$ cat src/rtl/prog_loader_mc_pkg.sv
// ============================================================================
// Module  : prog_loader_mc_pkg
// Brief   : Shared constants for the program/data loader.
// Revision: 1.0 - initial release
// ============================================================================
`default_nettype none

package prog_loader_mc_pkg;

    localparam logic [31:0] c_nop_word = 32'h0000_0013;

    localparam logic c_tgt_imem = 1'b0;
    localparam logic c_tgt_dmem = 1'b1;

    localparam logic [2:0] c_st_idle   = 3'd0;
    localparam logic [2:0] c_st_load_i = 3'd1;
    localparam logic [2:0] c_st_load_d = 3'd2;
    localparam logic [2:0] c_st_pad    = 3'd3;
    localparam logic [2:0] c_st_fin    = 3'd4;

endpackage

`default_nettype wire

$ cat src/rtl/prog_loader_mc_line_packer.sv
// ============================================================================
// Module  : line_packer
// Brief   : Collects instruction words into one imem line; pads with NOPs.
// Revision: 1.0 - initial release
// ============================================================================
`default_nettype none

module line_packer
    import prog_loader_mc_pkg::*;
#(
    parameter int                   INSN_LEN = 32,
    parameter int                   LANES    = 4,
    parameter logic [INSN_LEN-1:0]  NOP_WORD = INSN_LEN'(c_nop_word)
) (
    input  logic                      clk,
    input  logic                      reset,
    input  logic                      i_word_valid,
    input  logic [INSN_LEN-1:0]       i_word,
    input  logic                      i_pad,
    output logic                      o_line_full,
    output logic [LANES*INSN_LEN-1:0] o_line_data
);

    localparam int c_lane_w = (LANES > 1) ? $clog2(LANES) : 1;

    logic [INSN_LEN-1:0] r_lanes [LANES];
    logic [c_lane_w-1:0] r_lane_cnt;
    logic                w_last_lane;

    generate
        if (LANES > 1) begin : g_multi_lane
            assign w_last_lane = (r_lane_cnt == c_lane_w'(LANES - 1));

            always_ff @(posedge clk or posedge reset) begin
                if (reset) begin
                    r_lane_cnt <= '0;
                end else if (o_line_full) begin
                    r_lane_cnt <= '0;
                end else if (i_word_valid) begin
                    r_lane_cnt <= r_lane_cnt + c_lane_w'(1);
                end
            end
        end else begin : g_single_lane
            assign w_last_lane = 1'b1;
            assign r_lane_cnt  = '0;
        end
    endgenerate

    always_ff @(posedge clk or posedge reset) begin
        if (reset) begin
            for (int i = 0; i < LANES; i++) begin
                r_lanes[i] <= '0;
            end
        end else if (i_word_valid) begin
            r_lanes[r_lane_cnt] <= i_word;
        end
    end

    // The completing word bypasses the lane register so the line can be
    // written on the cycle right after its last word is accepted.
    always_comb begin
        o_line_data = '0;
        for (int i = 0; i < LANES; i++) begin
            if (i_word_valid && (r_lane_cnt == c_lane_w'(i))) begin
                o_line_data[(LANES-1-i)*INSN_LEN +: INSN_LEN] = i_word;
            end else if (i_pad && (c_lane_w'(i) >= r_lane_cnt)) begin
                o_line_data[(LANES-1-i)*INSN_LEN +: INSN_LEN] = NOP_WORD;
            end else begin
                o_line_data[(LANES-1-i)*INSN_LEN +: INSN_LEN] = r_lanes[i];
            end
        end
    end

    assign o_line_full = (i_word_valid && w_last_lane) || i_pad;

endmodule

`default_nettype wire

$ cat src/rtl/prog_loader_mc.sv
// ============================================================================
// Module  : prog_loader_mc
// Brief   : Command-driven imem/dmem loader holding the core until release.
// Revision: 1.0 - initial release
// ============================================================================
`default_nettype none

module prog_loader_mc
    import prog_loader_mc_pkg::*;
#(
    parameter int                   INSN_LEN = 32,
    parameter int                   LANES    = 4,
    parameter int                   IMEM_AW  = 9,
    parameter int                   ADDR_LEN = 32,
    parameter int                   CNT_W    = 16,
    parameter logic [INSN_LEN-1:0]  NOP_WORD = INSN_LEN'(c_nop_word)
) (
    input  logic                      clk,
    input  logic                      reset,
    input  logic                      cmd_valid,
    output logic                      cmd_ready,
    input  logic                      cmd_target,
    input  logic [ADDR_LEN-1:0]       cmd_base,
    input  logic [CNT_W-1:0]          cmd_count,
    input  logic                      cmd_last,
    input  logic                      in_valid,
    output logic                      in_ready,
    input  logic [INSN_LEN-1:0]       in_data,
    output logic                      imem_we,
    output logic [IMEM_AW-1:0]        imem_addr,
    output logic [LANES*INSN_LEN-1:0] imem_wdata,
    output logic                      dmem_we,
    output logic [ADDR_LEN-1:0]       dmem_addr,
    output logic [INSN_LEN-1:0]       dmem_wdata,
    output logic                      core_hold,
    output logic                      busy,
    output logic                      done
);

    logic [2:0]                r_state;
    logic [ADDR_LEN-1:0]       r_base;
    logic [CNT_W-1:0]          r_count;
    logic [CNT_W-1:0]          r_word_idx;
    logic [IMEM_AW-1:0]        r_line_idx;
    logic                      r_last;

    logic                      w_cmd_acc;
    logic                      w_in_acc;
    logic                      w_final;
    logic                      w_word_i;
    logic                      w_pad;
    logic                      w_line_full;
    logic [LANES*INSN_LEN-1:0] w_line_data;

    // The done cycle still blocks new commands so a waiting producer sees
    // completion before its next command is taken.
    assign cmd_ready = (r_state == c_st_idle) && !done;
    assign in_ready  = (r_state == c_st_load_i) || (r_state == c_st_load_d);
    assign busy      = (r_state != c_st_idle);
    assign w_cmd_acc = cmd_valid && cmd_ready;
    assign w_in_acc  = in_valid && in_ready;
    assign w_final   = w_in_acc && (r_word_idx == (r_count - CNT_W'(1)));
    assign w_word_i  = w_in_acc && (r_state == c_st_load_i);
    assign w_pad     = (r_state == c_st_pad);

    line_packer #(
        .INSN_LEN (INSN_LEN),
        .LANES    (LANES),
        .NOP_WORD (NOP_WORD)
    ) u_line_packer (
        .clk          (clk),
        .reset        (reset),
        .i_word_valid (w_word_i),
        .i_word       (in_data),
        .i_pad        (w_pad),
        .o_line_full  (w_line_full),
        .o_line_data  (w_line_data)
    );

    always_ff @(posedge clk or posedge reset) begin
        if (reset) begin
            r_state    <= c_st_idle;
            r_base     <= '0;
            r_count    <= '0;
            r_word_idx <= '0;
            r_line_idx <= '0;
            r_last     <= 1'b0;
            imem_we    <= 1'b0;
            imem_addr  <= '0;
            imem_wdata <= '0;
            dmem_we    <= 1'b0;
            dmem_addr  <= '0;
            dmem_wdata <= '0;
            core_hold  <= 1'b1;
            done       <= 1'b0;
        end else begin
            imem_we <= 1'b0;
            dmem_we <= 1'b0;
            done    <= 1'b0;

            if (w_line_full) begin
                imem_we    <= 1'b1;
                imem_addr  <= r_base[IMEM_AW+3:4] + r_line_idx;
                imem_wdata <= w_line_data;
                r_line_idx <= r_line_idx + IMEM_AW'(1);
            end

            case (r_state)
                c_st_idle: begin
                    if (w_cmd_acc) begin
                        r_base     <= cmd_base;
                        r_count    <= cmd_count;
                        r_last     <= cmd_last;
                        r_word_idx <= '0;
                        r_line_idx <= '0;
                        if (cmd_count == '0) begin
                            r_state <= c_st_fin;
                        end else if (cmd_target == c_tgt_dmem) begin
                            r_state <= c_st_load_d;
                        end else begin
                            r_state <= c_st_load_i;
                        end
                    end
                end
                c_st_load_i: begin
                    if (w_in_acc) begin
                        r_word_idx <= r_word_idx + CNT_W'(1);
                        if (w_final) begin
                            r_state <= w_line_full ? c_st_fin : c_st_pad;
                        end
                    end
                end
                c_st_load_d: begin
                    if (w_in_acc) begin
                        dmem_we    <= 1'b1;
                        // Adding whole words never disturbs the low two bits,
                        // so masking after the add equals aligning the base.
                        dmem_addr  <= (r_base + (ADDR_LEN'(r_word_idx) << 2))
                                      & ~ADDR_LEN'(3);
                        dmem_wdata <= in_data;
                        r_word_idx <= r_word_idx + CNT_W'(1);
                        if (w_final) begin
                            r_state <= c_st_fin;
                        end
                    end
                end
                c_st_pad: begin
                    r_state <= c_st_fin;
                end
                c_st_fin: begin
                    done    <= 1'b1;
                    r_state <= c_st_idle;
                    if (r_last) begin
                        core_hold <= 1'b0;
                    end
                end
                default: begin
                    r_state <= c_st_idle;
                end
            endcase
        end
    end

endmodule

`default_nettype wire
$ cat config.mk
export PLATFORM = sky130hd
export DESIGN_NAME = prog_loader_mc
export DESIGN_NICKNAME = d
export VERILOG_FILES = /design/src/rtl/prog_loader_mc_pkg.sv /design/src/rtl/prog_loader_mc_line_packer.sv /design/src/rtl/prog_loader_mc.sv
export SDC_FILE = /design/constraint.sdc
export NUM_CORES = 1
export LEC_CHECK = 0
export ABC_AREA = 0
export ABC_CLOCK_PERIOD_IN_PS = 7520
export BUFFER_PORTS_ARGS = -buffer_cell sky130_fd_sc_hd__buf_2
export CORE_UTILIZATION = 45
export CTS_CLUSTER_SIZE = 10
export DETAILED_ROUTE_END_ITERATION = 10
export MAX_ROUTING_LAYER = met4
export PLACE_DENSITY = 0.66
export SYNTH_ARGS = -nofsm -noshare
export SYNTH_HDL_FRONTEND = slang
export SYNTH_HIERARCHICAL = 1
export SYNTH_SLANG_ARGS = --single-unit
$ cat constraint.sdc
create_clock -name clk -period 7.52 [get_ports clk]
set_input_delay 0.376 -clock clk [delete_from_list [all_inputs] [get_ports clk]]
set_output_delay 0.376 -clock clk [all_outputs]
set_load 0.01 [all_outputs]
* After elaboration in Yosys (flattened, before gate mapping)
Index checks and enable logic that the tools add are counted.
** Word-level totals
- Logic and storage cells :: 107
- Register bits :: 410
- Output and inout bits :: 208
** Operators by class
- Multiplexer cells :: 32
- Bitwise logic cells :: 1
- Reduce and logical (&&, ||, !) cells :: 29
- Equal/unequal tests :: 14
- $lt $le $gt $ge :: 6
- Add/subtract/negate cells :: 6
** Operators with widths (number)
- two-way mux 32 bit :: 9
- bitwise mux 128 bit :: 1
- demux 32 bit (select 2 bit) :: 1
- adder 32 x 18 -> 32 bit :: 1
- two-way mux 16 bit :: 2
- case mux 16 bit (2 select lines) :: 1
- two-way mux 9 bit :: 3
- two-way mux 3 bit :: 7
- adder 16 x 1 -> 16 bit, second input constant :: 1
- == test 16 bit :: 1
- zero test 16 bit :: 1
- subtractor 16 x 1 -> 16 bit, second input constant :: 1
- logical AND 1 bit :: 14
- case mux 3 bit (4 select lines) :: 1
- inequality test 2 bit, second input constant :: 5
- adder 9 x 1 -> 9 bit, second input constant :: 1
- adder 9 bit :: 1
- == test 3 x 2 -> 1 bit, second input constant :: 2
- two-way mux 2 bit :: 3
- AND reduction 2 bit :: 3
- AND reduction 5 bit :: 1
- == test 2 bit, second input constant :: 2
- greater-or-equal comparator 1 x 2 -> 1 bit, first input constant :: 2
- greater-or-equal comparator 2 bit, first input constant :: 2
- other kinds (17) :: 22

* Longest topological paths before layout
Gate-level depths: netlist of run 1.
- Word-level depth :: 10
- Gate-level depth with buffers :: 12
- Gate-level depth less buffers :: 10

* Modules after synthesis
Netlist of run 1, hierarchy kept.
** By module, submodules not included
- prog_loader_mc :: cells each 1190, area an instance 12739.7 um2, seq. area each 6957.9 um2, instances 1
- line_packer :: cells each 775, area an instance 6272.3 um2, seq. area each 3253.1 um2, instances 1

* Worst setup path before layout of run 1
No wires, ideal clock.
- Kind :: flip-flop to flip-flop
- Start point :: register r_word_idx[0]
- End point :: register dmem_addr[22]
- Path buffers :: 1
- Path slack :: 4678 ps
- Period minus slack after synthesis :: 2842 ps
- Stages on the path, launching flop included :: 12
- Library setup time :: 82 ps
- Required time :: 7438 ps
- Arrival :: 2760 ps
- Cells stage by stage :: dfrtp_1 ha_1 inv_1 fa_1 nor2b_1 o2111ai_1 and3_1 o311ai_1 a211oi_1 clkbuf_1 or4_1 a31oi_1
** Between the ends
- Word-level cells in the longest chain between the ends :: 1
** Ends and longest elaborated chain
- start: declaration :: line prog_loader_mc.sv:43 : logic [CNT_W-1:0] r_word_idx;
- start signal: assignment :: line prog_loader_mc.sv:127 : r_word_idx <= r_word_idx + CNT_W'(1);
- start signal: assignment :: line prog_loader_mc.sv:141 : r_word_idx <= r_word_idx + CNT_W'(1);
- adder 32 x 18 -> 32 bit :: line prog_loader_mc.sv:138 : dmem_addr <= (r_base + (ADDR_LEN'(r_word_idx) << 2))
- end signal: assignment :: line prog_loader_mc.sv:138
- end: declaration :: line prog_loader_mc.sv:33 : output logic [ADDR_LEN-1:0] dmem_addr,
No other way between the ends.
A chain may end at the register's enable or synchronous reset.

* Worst setup path after layout of run 1
- Start point :: register r_state[2]
- End point :: register imem_wdata[52]
** Between the ends
- Word-level cells in the longest chain between the ends :: 6
** Ends and longest elaborated chain
- start: declaration :: line prog_loader_mc.sv:40 : logic [2:0] r_state;
- start signal: assignment :: line prog_loader_mc.sv:82 : r_state <= c_st_idle;
- start signal: assignment :: line prog_loader_mc.sv:117 : r_state <= c_st_fin;
- start signal: assignment :: line prog_loader_mc.sv:119 : r_state <= c_st_load_d;
- == test 3 x 1 -> 1 bit / == test 3 x 2 -> 1 bit (equally long branches) :: line prog_loader_mc.sv:58, prog_loader_mc.sv:63
- logical OR 1 bit :: line prog_loader_mc.sv:58 : assign in_ready = (r_state == c_st_load_i) || (r_state == c_st_load_d);
- logical AND 1 bit :: line prog_loader_mc.sv:61 : assign w_in_acc = in_valid && in_ready;
- logical AND 1 bit * :: line prog_loader_mc.sv:63 : assign w_word_i = w_in_acc && (r_state == c_st_load_i);
- named net w_word_i :: line prog_loader_mc.sv:50 : logic w_word_i;
- logical AND 1 bit * :: line prog_loader_mc_line_packer.sv:74 : assign o_line_full = (i_word_valid && w_last_lane) || i_pad;
- logical OR 1 bit * :: line prog_loader_mc_line_packer.sv:74
- named net w_line_full :: line prog_loader_mc.sv:52 : logic w_line_full;
- end signal: assignment :: line prog_loader_mc.sv:104 : imem_wdata <= w_line_data;
- end: declaration :: line prog_loader_mc.sv:31 : output logic [LANES*INSN_LEN-1:0] imem_wdata,
Mark *: on every way through the listed nets, which the timed path passes. The rest lies on a longest branch.

==> results.yml, run 1 <==
sta:
  hold_violations: 0
  min_period_over_period_pct: 52.9
  maxSlewViolCount: 0
  rsz0062_at_grt: "no"
  min_period_ps: 3980
  hold_slack_ps: 34.5
  fin_tns_setup_ps: 0
  max_slew_margin_pct: 30.8
  timing.fmax_mhz: 251
  worst_slew_pin_slew_ps: 1040
  worst_clock_skew_ps: 18.7
  finalSetupViolations: 0
global_route:
  grtUsageMet3_pct: 4.48
  met1_usage_pct: 32.4
  grt_pass1_vias: 14600
  track_usage_pct: 24.6
  antenna_found_initial: 0
  grt_pass1_wl_um: 81600
  grt_max_degree: 81
  grt-busiest-layer: "met2"
  gr-total-overflow: 0
  grtUsageMet2_pct: 38.2
final_layout:
  n_antenna_cell: 0
  drive_gt1_share_pct: 23.3
  design_area_um2: 22500
  utilization_pct: 54.6
  final_cell_mix: "nand2_1 (706), dfrtp_1 (407), buf_2 (289)"
  layout.nets: 2379
  area_growth_pct: 18.6
  fill_cells: 3641
  final_common_cell: "nand2_1"
drt:
  wl_per_cell_um: 18.2
  drc: 0
  vias: 15100
  drtIter0Drc: 857
  totalWireLength_um: 51000
  first_pass_iters: 6
  ant_nets: 0
  via_per_inst: 5.37
synthesis:
  synth.area.top_cells: "dfrtp_1 (54%), nand2_1 (14%), mux2_2 (8.1%), a22o_1 (2.8%), o21ai_0 (2.2%)"
  synth-edff-count: 0
  ys_warn_count: 6
  yosysSeqAreaShare_pct: 53.7
  netlist-cell-type-count: 76
  avgSynthCellArea_um2: 9.68
  syn-cell-area_um2: 19000
  ys_ff_latch: 408
  synth_ff_type: "dfrtp_1"
  synth_top_area_cell: "dfrtp_1"
  synth_top_area_share_pct: 53.6
  syn_inst: 1965
  async_reset_ff_share_pct: 100
floorplanning:
  die_area_um2: 43100
  rows: 74
  ioPinCount: 294
  die_w_um: 208
  placeableCoreArea_um2: 41300
  die_y_um: 208
  start_util_pct: 46.0
worst_setup_path:
  r2r-start: "r_state[2]"
  arrival_ps: 4430
  crit_slowest_cell: "buf_4"
  reg2reg_slack_ps: 3540
  crit_path_end_kind: "register"
  worstPathRequired_ps: 7970
  r2r-end: "imem_wdata[52]"
  cp_max_fo: 77
  r2r_cells: 7
  cp-start-kind: "register"
  path_class: "reg2reg"
  cp_cell_sequence: "nor2_1 -> and3_1 -> and2_2 -> nor2_4 -> inv_6 -> buf_4 -> mux2_2"
  cp_slowest_stage_delay_ps: 870
place:
  hpwl_um: 34400
  routabilityCongestion: 0.849
  port_buffers: 289
  dpl_cell_area_um2: 20800
clocking:
  clock-root-buffer: "clkbuf_16"
  tritoncts: "yes"
  numCtsBuffers: 48
  clkLatencyLatePin_ps: 590
  clockBufferDepth: 3
  path_clk_slew_ps: 60
  cts_max_level: 2
  numClockSinks: 408
power_and_ir_drop:
  power_per_cell_area_nw_per_um2: 395
  ir_drop_mv: 0.223
  p_leak_uw: 0.0118
flow_run:
  drv_cap: 0
run_status:
  outcome: "complete, no violations"
min_path:
  min_from: "cmd_base[24]"
  min_to: "r_base[24]"
  hold-path-cell-count: 3
  hp-class: "in2reg"
## how the worst max path moves through the flow
| stage | startpoint | to | slack, ps | cells after the start |
|---|---|---|---|---|
| floorplan | reset | dmem_addr[10] | 3470 | 1 |
| global placement | r_state[0] | imem_wdata[71] | 3620 | 6 |
| detailed placement | r_state[1] | imem_wdata[80] | 3530 | 7 |
| CTS | r_state[1] | imem_wdata[52] | 3540 | 7 |
| global route | r_state[1] | imem_wdata[36] | 3330 | 7 |
| finish | r_state[2] | imem_wdata[52] | 3540 | 7 |
## cell usage after synthesis (all sizes together), types with 5 or more instances
master,n
nand2,708
dfrtp,407
mux2,136
o21ai,86
inv,72
a22o,61
nor2,57
clkbuf,51
buf,50
xor2,33
ha,32
a21oi,28
nand4,19
xnor2,19
nand3,18
nor3,17
and3,15
o31ai,14
a31oi,10
and2,9
nor4,9
o22a,9
or4,9
mux2i,7
a211oi,6
a21o,6
nor2b,6
o211ai,6
or3,6
nor3b,5
o21a,5
## flip-flops by register name, indices dropped and copies added, names as in the netlist, 2 cells and up
register,cells
dmem_wdata,32
dmem_addr,30
r_word_idx,16
u_line_packer/r_lane_cnt,2
imem_wdata,128
u_line_packer/r_lanes,128
r_state,3
r_count,16
imem_addr,9
r_line_idx,9
r_base,30
## cell families (layout without fill, tap and decap cells)
group                      Yosys count  count (layout)  share of synthesized area [%]
AOI/OAI and AO/OA                  253             253                           9.10
xor gates and xnor gates            52              52                           2.40
buffers and inverters              174             483                           4.13
muxes                              143             143                           8.42
and+or+nand+nor                    900             900                           19.9
adders and majority gates           34              34                           2.32
DFF                                408             408                           53.7
other                                1               2                         0.0197
## critical path, delay by kind of cell (launching register included)
kind / cells / cell delay [ps]
simple gates: 4 / 1330
mux: 1 / 420
buf+inv: 2 / 1510
flops: 1 / 460
## metal layers
layer / routed length, um / vias up
li1: - / 7127
met1: 22600 / 7407
met2: 23800 / 444
met3: 3150 / 84
met4: 1500 / 0
met5: 0 / -
## cell type report
class                      instances  area (um^2)  share of cell area (%)
clock buffer                      60         1290                    5.71
timing repair buffer             344         1950                    8.67
clock inverter                     6         91.3                   0.405
sequential                       408        10200                    45.3
tap                              532          666                    2.95
multi-input combinational       1384         8040                    35.7
inverter                          73          288                    1.28
## repair_timing
action                    in CTS  in global routing
hold endpoints to repair     115                  0
resized for setup              0                  0
buffers inserted               0                  0
hold buffers                  38                  0
## stage by stage
stage	cells	power, uW	setup slack, ps
6_report	2807	8900	3540
5_1_grt	2807	9510	3330
4_1_cts	2807	8970	3540
3_5_place_dp	2703	6830	3530
3_3_place_gp	2703	6710	3620
2_1_floorplan	1966	5740	3470
## where the power goes
group / internal [uW] / switching [uW]
clock: 1190 / 888
sequential: 3040 / 568
combinational: 1360 / 1840
(Power assumes the default switching activity.)
==> run 2, diff against run 1 <==
--- a/config.mk
+++ b/config.mk
@@ -6,13 +6,13 @@
 export NUM_CORES = 1
 export LEC_CHECK = 0
 export ABC_AREA = 0
-export ABC_CLOCK_PERIOD_IN_PS = 7520
+export ABC_CLOCK_PERIOD_IN_PS = 3950
 export BUFFER_PORTS_ARGS = -buffer_cell sky130_fd_sc_hd__buf_2
 export CORE_UTILIZATION = 45
 export CTS_CLUSTER_SIZE = 10
 export DETAILED_ROUTE_END_ITERATION = 10
 export MAX_ROUTING_LAYER = met4
-export PLACE_DENSITY = 0.66
+export PLACE_DENSITY = 0.64
 export SYNTH_ARGS = -nofsm -noshare
 export SYNTH_HDL_FRONTEND = slang
 export SYNTH_HIERARCHICAL = 1
==> constraint.sdc (replaced) <==
create_clock -name clk -period 3.95 [get_ports clk]
set_input_delay 0.1975 -clock clk [delete_from_list [all_inputs] [get_ports clk]]
set_output_delay 0.1975 -clock clk [all_outputs]
set_load 0.01 [all_outputs]
==> results.yml, run 2 (synthesis results as in run 1) <==
worst_setup_path:
  cp-start-kind: "register"
  r2r-end: "r_line_idx[7]"
  setup.worst_path.end: "r_line_idx[7]"
  path_class: "reg2reg"
  r2r_cells: 10
  arrival_ps: 3820
  reg2reg_slack_ps: 570
  cp_max_fo: 30
  crit_path_end_kind: "register"
  r2r-start: "r_state[2]"
  worstPathRequired_ps: 4380
  worstSetupStartpoint: "r_state[2]"
sta:
  rsz0062_at_grt: "no"
  fin_tns_setup_ps: 0
  timing.fmax_mhz: 295
  finalSetupViolations: 0
  hold_violations: 0
  worst_slew_pin_slew_ps: 1010
  worst_clock_skew_ps: 17.1
  maxSlewViolCount: 0
  min_period_ps: 3380
  min_period_over_period_pct: 85.7
  max_slew_margin_pct: 32.8
drt:
  vias: 15300
  first_pass_iters: 5
  via_per_inst: 5.35
  totalWireLength_um: 52000
  wl_per_cell_um: 18.2
  drtIter0Drc: 990
  drc: 0
  ant_nets: 0
run_status:
  outcome: "complete, no violations"
floorplanning:
  start_util_pct: 46.0
  ioPinCount: 294
  die_y_um: 208
  placeableCoreArea_um2: 41300
  rows: 74
  die_area_um2: 43100
  die_w_um: 208
final_layout:
  area_growth_pct: 21.1
  final_common_cell: "nand2_1"
  fill_cells: 3680
  n_antenna_cell: 0
  top_regs: "imem_wdata: 128 flops, u_line_packer/r_lanes: 128 flops, dmem_wdata: 32 flops"
  layout.nets: 2428
  final_cell_mix: "nand2_1 (706), dfrtp_1 (407), buf_2 (289)"
  drive_gt1_share_pct: 22.9
  utilization_pct: 55.8
power_and_ir_drop:
  intPower_uw: 10700
  power_per_cell_area_nw_per_um2: 739
  power_frac_seq_pct: 40.6
  sw_frac_of_total_pct: 37.2
  p_comb_share_pct: 36.3
  pwr-share-clk_pct: 23.2
  p_leak_uw: 0.0120
  ir_drop_mv: 0.371
  switching_power_uw: 6330
clocking:
  clkLatencyLatePin_ps: 590
  clockBufferDepth: 3
  cts_max_level: 2
  numClockSinks: 408
  clock-root-buffer: "clkbuf_16"
  path_clk_slew_ps: 60
  numCtsBuffers: 48
  tritoncts: "yes"
  cts_setup_buffers: 0
global_route:
  grt_max_degree: 157
  grt_pass1_vias: 15100
  grt_pass1_wl_um: 83900
  antenna_found_initial: 0
  gr-total-overflow: 0
  track_usage_pct: 25.3
place:
  hpwl_um: 34300
  routabilityCongestion: 0.825
  port_buffers: 289
min_path:
  hp-class: "in2reg"
flow_run:
  drv_cap: 0
## run 2: cell count changes in the layout (fill, tap and decap cells not counted), sizes merged
cell,previous run,this run
buf,306,313
clkinv,6,4
dlygate4sd3,38,80
inv,72,73
## run 2: worst min-delay path by stage
stage	start	endpoint	slack, ps	cells past startpoint
6_report	cmd_target	r_state[0]	60	4
5_1_grt	cmd_target	r_state[0]	60	4
4_1_cts	cmd_target	r_state[0]	20	4
3_5_place_dp	cmd_base[8]	r_base[8]	390	3
3_3_place_gp	cmd_base[7]	r_base[7]	390	3
2_1_floorplan	in_data[0]	dmem_wdata[0]	300	2
## run 2: repair_timing
| action | 4_1_cts | 5_1_grt |
|---|---|---|
| hold buffers | 80 | 0 |
| hold endpoints to repair | 419 | 0 |
| gates resized for setup | 0 | 0 |
## run 2: power by group through the flow
stage,clock network [uW],registers [uW],logic [uW]
floorplan,0,7030,3900
global placement,0,6870,5960
detailed placement,0,6960,6120
CTS,4060,6900,6210
global route,4220,7120,6860
finish,3940,6900,6170
## run 2: worst max-delay path, cell delays in order, from the launching register on
cell and delay (ps):
dfrtp_1 450, nor2_1 120, and3_1 420, and2_2 330, nor2_4 750, inv_6 310, and3_1 290, and3_1 220
nand4_1 110, xor2_1 150, nor2_1 50
## run 2: layer usage
metal | part of all wire (%) | track usage, % | vias up
met5 | 0 | - | -
met3 | 6.2 | 4.15 | 96
met1 | 44 | 33.7 | 7445
met2 | 46 | 39.1 | 520
met4 | 3.1 | 8.85 | 0
li1 | - | - | 7203
## run 2: cell type report
class	instances	area, um^2	area share (%)
Sequential cell	408	10200	44.3
Multi-Input combinational cell	1384	8040	34.9
Timing Repair Buffer	393	2460	10.7
Clock buffer	60	1270	5.50
Tap cell	532	666	2.89
Inverter	73	288	1.25
Clock inverter	5	90.1	0.391
## run 2: metrics by stage
stage / cell area (um^2) / std cells / worst slack (ps) / total power, uW / hold slack [ps]
after floorplan: 19000 / 1966 / 74.0 / 10900 / 303
after global placement: 20900 / 2710 / 685 / 12800 / 387
after detailed placement: 20900 / 2710 / 620 / 13100 / 389
after CTS: 23000 / 2855 / 588 / 17200 / 18.3
after global routing: 23000 / 2855 / 358 / 18200 / 63.8
final: 23000 / 2855 / 565 / 17000 / 58.4
